### config.mk
export PLATFORM = sky130hd
export DESIGN_NAME = perf_counter_bank
export DESIGN_NICKNAME = d
export VERILOG_FILES = /design/src/rtl/perf_counter_bank.sv
export SDC_FILE = /design/constraint.sdc
export NUM_CORES = 2
export LEC_CHECK = 0
export CAP_MARGIN = 20
export CORE_MARGIN = 2
export CORE_UTILIZATION = 36
export CTS_BUF_LIST = sky130_fd_sc_hd__clkbuf_2 sky130_fd_sc_hd__clkbuf_4 sky130_fd_sc_hd__clkbuf_8
export DETAILED_ROUTE_END_ITERATION = 16
export GPL_TIMING_DRIVEN = 0
export RECOVER_POWER = 50
export SKIP_LAST_GASP = 1
export SYNTH_ARGS = -nofsm -noshare
export SYNTH_HDL_FRONTEND = slang
export SYNTH_SLANG_ARGS = --single-unit
### constraint.sdc
create_clock -name clk -period 20.1 [get_ports clk]
set_clock_uncertainty 0.15 [all_clocks]
set_input_delay 6.03 -clock clk [delete_from_list [all_inputs] [get_ports clk]]
set_output_delay 6.03 -clock clk [all_outputs]
set_load 0.1 [all_outputs]
### src/rtl/perf_counter_bank.sv
// perf_counter_bank
//
// Performance-monitor bank: NUM_CH per-cycle event channels plus a cycle
// counter, with snapshot shadow registers that are read through a
// combinational mux while live counting continues undisturbed.
//
// Optional feature macro: PERF_CNT_SAT_EN
//   defined   -> counters saturate at 2^CNT_W-1 on overflow
//   undefined -> counters wrap modulo 2^CNT_W
//   In both builds the sticky overflow bit of the counter is set.
//
// Ports
//   clk         clock
//   rst         synchronous active-high reset (overrides everything)
//   en          counting enable; 0 freezes all live counters
//   clear       zero live counters, window counter and overflow flags
//   inc         per-channel increments, channel i at [i*INC_W +: INC_W]
//   mode        per channel: 0 = add inc, 1 = add 1 when inc != 0
//   window_len  periodic snapshot interval in counted cycles (0 = off)
//   snap_req    on-demand snapshot pulse
//   snap_valid  one-cycle pulse after the edge that updated the shadows
//   rd_sel      0..NUM_CH-1 channel, NUM_CH cycle count, above reads 0
//   rd_data     shadow value for rd_sel
//   overflow    sticky per-counter overflow flags, bit NUM_CH = cycles
module perf_counter_bank #(
    parameter int NUM_CH = 8,
    parameter int CNT_W  = 48,
    parameter int INC_W  = 4
) (
    input  logic                          clk,
    input  logic                          rst,
    input  logic                          en,
    input  logic                          clear,
    input  logic [NUM_CH*INC_W-1:0]       inc,
    input  logic [NUM_CH-1:0]             mode,
    input  logic [31:0]                   window_len,
    input  logic                          snap_req,
    output logic                          snap_valid,
    input  logic [$clog2(NUM_CH+2)-1:0]   rd_sel,
    output logic [CNT_W-1:0]              rd_data,
    output logic [NUM_CH:0]               overflow
);

    localparam int SEL_W = $clog2(NUM_CH+2);

    // Counter index NUM_CH is the cycle counter; 0..NUM_CH-1 are channels.
    logic [CNT_W-1:0] cnt_p1    [NUM_CH+1];
    logic [CNT_W-1:0] shadow_p1 [NUM_CH+1];
    logic [NUM_CH:0]  ovf_p1;
    logic [31:0]      win_p1;
    logic             vld_p1;

    logic [CNT_W-1:0] addend    [NUM_CH+1];
    logic [CNT_W-1:0] nxt       [NUM_CH+1];
    logic [NUM_CH:0]  carry;
    logic             counted;
    logic [31:0]      win_inc;
    logic             periodic;
    logic             fire;

    // Returns {carry, result}; with saturation enabled the result pins at
    // all-ones whenever the add carries out.
    function automatic logic [CNT_W:0] add_cnt(input logic [CNT_W-1:0] a,
                                               input logic [CNT_W-1:0] b);
        logic [CNT_W:0] s;
        s = {1'b0, a} + {1'b0, b};
`ifdef PERF_CNT_SAT_EN
        if (s[CNT_W]) s[CNT_W-1:0] = '1;
`endif
        return s;
    endfunction

    // The "next" value includes this cycle's increment even when clear is
    // high, because a coincident snapshot must capture pre-clear + inc.
    always_comb begin
        for (int i = 0; i < NUM_CH; i++) begin
            addend[i] = '0;
            if (en) begin
                if (mode[i]) addend[i] = CNT_W'(|inc[i*INC_W +: INC_W]);
                else         addend[i] = CNT_W'(inc[i*INC_W +: INC_W]);
            end
        end
        addend[NUM_CH] = CNT_W'(en);
        for (int i = 0; i <= NUM_CH; i++) begin
            {carry[i], nxt[i]} = add_cnt(cnt_p1[i], addend[i]);
        end
    end

    assign counted  = en & ~clear;
    assign win_inc  = win_p1 + 32'd1;
    // Equality (not >=) so a window_len lowered below win waits for the wrap.
    assign periodic = counted && (window_len != 32'd0) && (win_inc == window_len);
    assign fire     = snap_req | periodic;

    // ---- stage p1: live counters, window, shadows, snapshot pulse ----
    always_ff @(posedge clk) begin
        if (rst) begin
            for (int i = 0; i <= NUM_CH; i++) begin
                cnt_p1[i]    <= '0;
                shadow_p1[i] <= '0;
            end
            ovf_p1 <= '0;
            win_p1 <= '0;
            vld_p1 <= 1'b0;
        end else begin
            vld_p1 <= fire;
            if (fire) begin
                for (int i = 0; i <= NUM_CH; i++) shadow_p1[i] <= nxt[i];
            end
            if (clear) begin
                for (int i = 0; i <= NUM_CH; i++) cnt_p1[i] <= '0;
                ovf_p1 <= '0;
                win_p1 <= '0;
            end else begin
                for (int i = 0; i <= NUM_CH; i++) cnt_p1[i] <= nxt[i];
                ovf_p1 <= ovf_p1 | carry;
                if (fire)         win_p1 <= '0;
                else if (counted) win_p1 <= win_inc;
            end
        end
    end

    assign snap_valid = vld_p1;
    assign overflow   = ovf_p1;

    always_comb begin
        rd_data = '0;
        for (int i = 0; i <= NUM_CH; i++) begin
            if (rd_sel == SEL_W'(i)) rd_data = shadow_p1[i];
        end
    end

endmodule

Word level (Yosys, flattened, before mapping)
Memory sizes are Yosys's and may differ from the RTL's.
Index checks and enable logic that the tools add are counted.
{"block": "op_classes", "add_sub_neg": 10, "n_eq_ne": 9, "mux": 63, "bitwise": 31, "n_reduce_logical": 14}
{"operator": "48-bit 2-to-1 mux", "n": 36}
{"operator": "48-bit by 48-bit adder with 49-bit output", "n": 8}
{"operator": "4-bit 2-to-1 mux", "n": 16}
{"operator": "48-bit by 1-bit adder with 49-bit output", "n": 1}
{"operator": "32-bit by 1-bit adder with 32-bit output, second input constant", "n": 1}
{"operator": "32-bit equality test", "n": 1}
{"operator": "32-bit nonzero test", "n": 1}
{"operator": "4-bit OR reduction", "n": 8}
{"operator": "1-bit OR", "n": 28}
{"operator": "4-bit by 3-bit equality test with 1-bit output, second input constant", "n": 4}
{"operator": "1-bit 2-to-1 mux", "n": 11}
{"operator": "9-bit OR", "n": 1}
{"operator": "4-bit by 2-bit equality test with 1-bit output, second input constant", "n": 2}
{"operator": "4-bit by 1-bit equality test with 1-bit output, second input constant", "n": 1}
{"operator": "4-bit equality test, second input constant", "n": 1}
{"operator": "4-bit logical NOT", "n": 1}
{"operator": "3-bit OR reduction", "n": 1}
{"operator": "1-bit logical AND", "n": 2}
{"operator": "2-bit OR reduction", "n": 1}
{"operator": "1-bit AND", "n": 1}
{"operator": "1-bit inverter", "n": 1}
{"block": "word_totals", "ff_bits": 42, "ram_bits": 864, "in_bits": 81, "output_inout_bits": 58, "wordCells": 132, "memories": 2}
{"memory": "cnt_p1", "depth": 9, "width": 48, "rd": 9, "rd_clocked_by_memory_dff": 0, "wr": 9, "line": "47", "rtl": "logic [CNT_W-1:0] cnt_p1 [NUM_CH+1];"}
{"memory": "shadow_p1", "depth": 9, "width": 48, "rd": 9, "rd_clocked_by_memory_dff": 0, "wr": 9, "line": "48", "rtl": "logic [CNT_W-1:0] shadow_p1 [NUM_CH+1];"}

Depth between registers and ports, before layout
{"block": "depth", "word_depth": 10, "ltp_mapped": 13, "depth_no_buf": 12}

Worst setup path after synthesis
No wires, ideal clock.
{"block": "synth_timing", "path_kind": "input to register", "from": "input port window_len[28]", "to": "memory shadow_p1[0][0], enable pin", "setup_time_ns": 0.824, "t_arrival_ns": 17.037, "required_ns": 19.126, "slack_ns": 2.088, "cell_stages": 7, "n_path_buf": 0, "path_cell_list": "xnor2_1 or3_1 a2111oi_2 o22ai_1 or3_1 nor4_1 or3_1"}
{"item": "start: declaration", "line": "36", "rtl": "input logic [31:0] window_len,"}
{"item": "end: declaration", "line": "48"}

Final worst setup path
{"block": "layout_timing", "from": "input port rd_sel[1]", "to": "output port rd_data[2]"}
{"block": "layout_via", "elab_chain_cells": 10, "word_cells_on_any_way": 18, "cone_classes": "eq/ne: 8; mux: 9; reduce/logical: 1"}
{"item": "start: declaration", "line": "39", "rtl": "input logic [$clog2(NUM_CH+2)-1:0] rd_sel,"}
{"item": "4-bit logical NOT", "line": "129", "rtl": "if (rd_sel == SEL_W'(i)) rd_data = shadow_p1[i];"}
{"item": "48-bit 2-to-1 mux (8 in series)", "line": "129"}
{"item": "48-bit 2-to-1 mux *", "line": "129"}
{"item": "end: declaration", "line": "40", "rtl": "output logic [CNT_W-1:0] rd_data,"}
Mark *: on every way between the ends. The rest lies on a longest branch, timed or not.

==> metrics.txt <==
status complete, but fails checks; failing checks max-capacitance violations, max-slew violations; flops & latches, synth 906; Slew @ Worst Pin 1.77 ns; most common cell after layout, fill and taps aside edfxtp_1; CP top delay family buffers and inverters; Pwr per Cell Area 80.3 nW/um2; Final Critical Period 17.55 ns; # H-tree levels 4; Final Max Tran Viols 45; top-area cell type share of the netlist area 0.552; final worst-path cycle share 0.873; Worst-path clk slew 0.06 ns; setup ws final 2.55 ns; DP Area between 50000 and 60000 um2; Top Ports 139; Core Box Area ~130000 um2; share of cells above drive strength 1 0.103; placed insts 6336; total power draw 4.42 mW; number of core rows roughly 130; Max rail drop VDD between 0.06 and 0.07 mV; crit-path cells clkdlybuf4s50_1, nand2b_1, nor3_1, clkbuf_1, clkbuf_1, a221oi_1, a31oi_1, a221o_1, clkdlybuf4s50_1; fin cells around 6600; cell taking the most area after synthesis edfxtp_1; first-pass GRT wire length around 210 mm; antenna viol nets, final 0; I/O Buffers 136; Cells after Synth 4011; die area 133000 um2; Final Hold Viols 0; vias per inst 5.18; Die W 365 um; most frequent cells in the layout edfxtp_1, nor2_1, conb_1, xnor2_1, clkbuf_1; post_cts resized 0; Synth Flop Type edfxtp_1; final WL 147 mm; post-cts hold buffer count 0; worst hold slack 0.310 ns; fmax 57.0 MHz; Worst Setup SP rd_sel[1]; Num CTS Buffers 164; hold crit path type register to register; Die Height 365 um; crit path kind input pin to output port; nets 4885; Worst setup EP type output port; postcts setup bufs 0; largest net degree at the start of global routing 71; R2R Path Start win_p1[0]; Required @ worst endpoint 13.92 ns; DRC viols 0; slowest stage cell, crit path clkdlybuf4s50_1; Initial Utilization 0.363; sequential fraction of the synthesis area 0.570; Place WS approximately 2.8 ns; MaxCap Viol Count 5; Starting DRT DRC Count 3673; CP startpoint kind input pin; synthesized area 47000 um2; Final Wtd Congestion roughly 0.92; wire per inst ~22 um; Static Leak 19.2 nW; fill cell count around 12000; critical path arrival between 10 and 15 ns; vias in the first global route around 34000; Ys Warns 0; Post-synth ARST share 0; CTS root buffer clkbuf_8; HP Start overflow[2]; Post-synth EDFFs 864; clock sink total 906; Initial DRT Pass Iterations 6; hpwl dp 112 mm; setup TNS 0 ns; ranking of synthesized cells by area edfxtp_1, xnor2_1, a21oi_2, xor2_1, nor2_1; Layout Area Growth over Synthesis 17.3%; CP max stage delay 1.14 ns; gr usage total 0.218; via count 34400; RSZ-0062 raised after global routing no; CP Buf/Inv Count 4; worst skew pair latency around 0.9 ns; final non-filler cell area 55100 um2; CTS tree built; fin util 0.426; Congestion Overflow GR 0; clk buf depth 3; syn avg cell area 11.7 um2; headroom to the max-slew limit -0.179; final setup vio count 0; initial antenna violation count 10; library cells used by synthesis 72; crit path max fanout 10
==> report_power, final <==
group	leakage (nW)	switching (mW)	internal (mW)	total [mW]
combinational	7.90	0.289	0.121	0.410
sequential	9.56	0.0682	2.18	2.25
clock	1.73	0.817	0.946	1.76
total	19.2	1.17	3.25	4.42
==> registers in the layout, indices dropped and copies added, names as in the netlist <==
register and cells:
snap_valid 1, win_p1 32, cnt_p1 432, shadow_p1 432
overflow 9
==> layout make-up <==
cell class	instances	area [um2]	area share
multi-input combinational	3204	20000	0.362
inverter	72	270	0.00490
tap	1742	2180	0.0395
timing repair buffer	153	1620	0.0294
antenna	5	12.5	0.000227
clock buffer	234	2810	0.0510
buffer	260	1040	0.0188
clock inverter	71	450	0.00817
sequential	906	26800	0.486
==> cells in the mapped netlist (18+ instances only) <==
master and number:
o21a_1 18, edfxtp_1 864, nand2_1 222, dfxtp_1 42, buf_6 41, xnor2_1 283
a221o_1 48, and3_1 76, a21oi_1 19, a221oi_1 47, clkbuf_1 200, a222oi_1 48
and2_1 197, ha_1 35, nand4_1 90, inv_1 72, nor2b_1 24, nor4_1 70
nand3_1 162, a21boi_1 150, a31oi_1 54, o21ai_0 59, nor2_1 434, a21oi_2 269
xor2_1 198, and4_1 50, nor3_1 55
==> worst paths after layout <==
| path | end | slack (ns) | cells past startpoint |
|---|---|---|---|
| hold / removal | overflow[2] | 0.31 | 1 |
| hold reg to reg | overflow[2] | 0.31 | 1 |
| setup / recovery | rd_data[2] | 2.55 | 9 |
| setup reg to reg | shadow_p1[0][199] | 13.62 | 11 |
==> per-layer routing <==
layer  GRT usage  up-vias  wire, um
met5           0        -        14
met4      0.0838        2      5430
met3      0.0437      234     12100
met2       0.350     1358     67500
met1       0.291    16800     61700
li1            -    16000         -
==> kinds of logic after synthesis <==
logic type / synth area share
flops: 0.570
other cells: 0.0000798
mux: 0.00109
buf+inv: 0.0334
compound gates: 0.134
fa+ha+maj: 0.0127
xor+xnor: 0.0902
simple gates: 0.158
==> worst reg2reg max path, stage by stage (launching register included) <==
cell,delay (ns)
dfxtp_1,0.45
ha_1,0.33
nand4_1,0.27
nor4_1,0.91
and3_1,0.35
xnor2_1,0.09
o2111ai_1,0.32
or4_1,0.22
clkbuf_1,0.96
clkbuf_1,1.25
clkbuf_1,0.63
a21boi_0,0.26
Note: power is estimated with default switching activity, not from simulation.
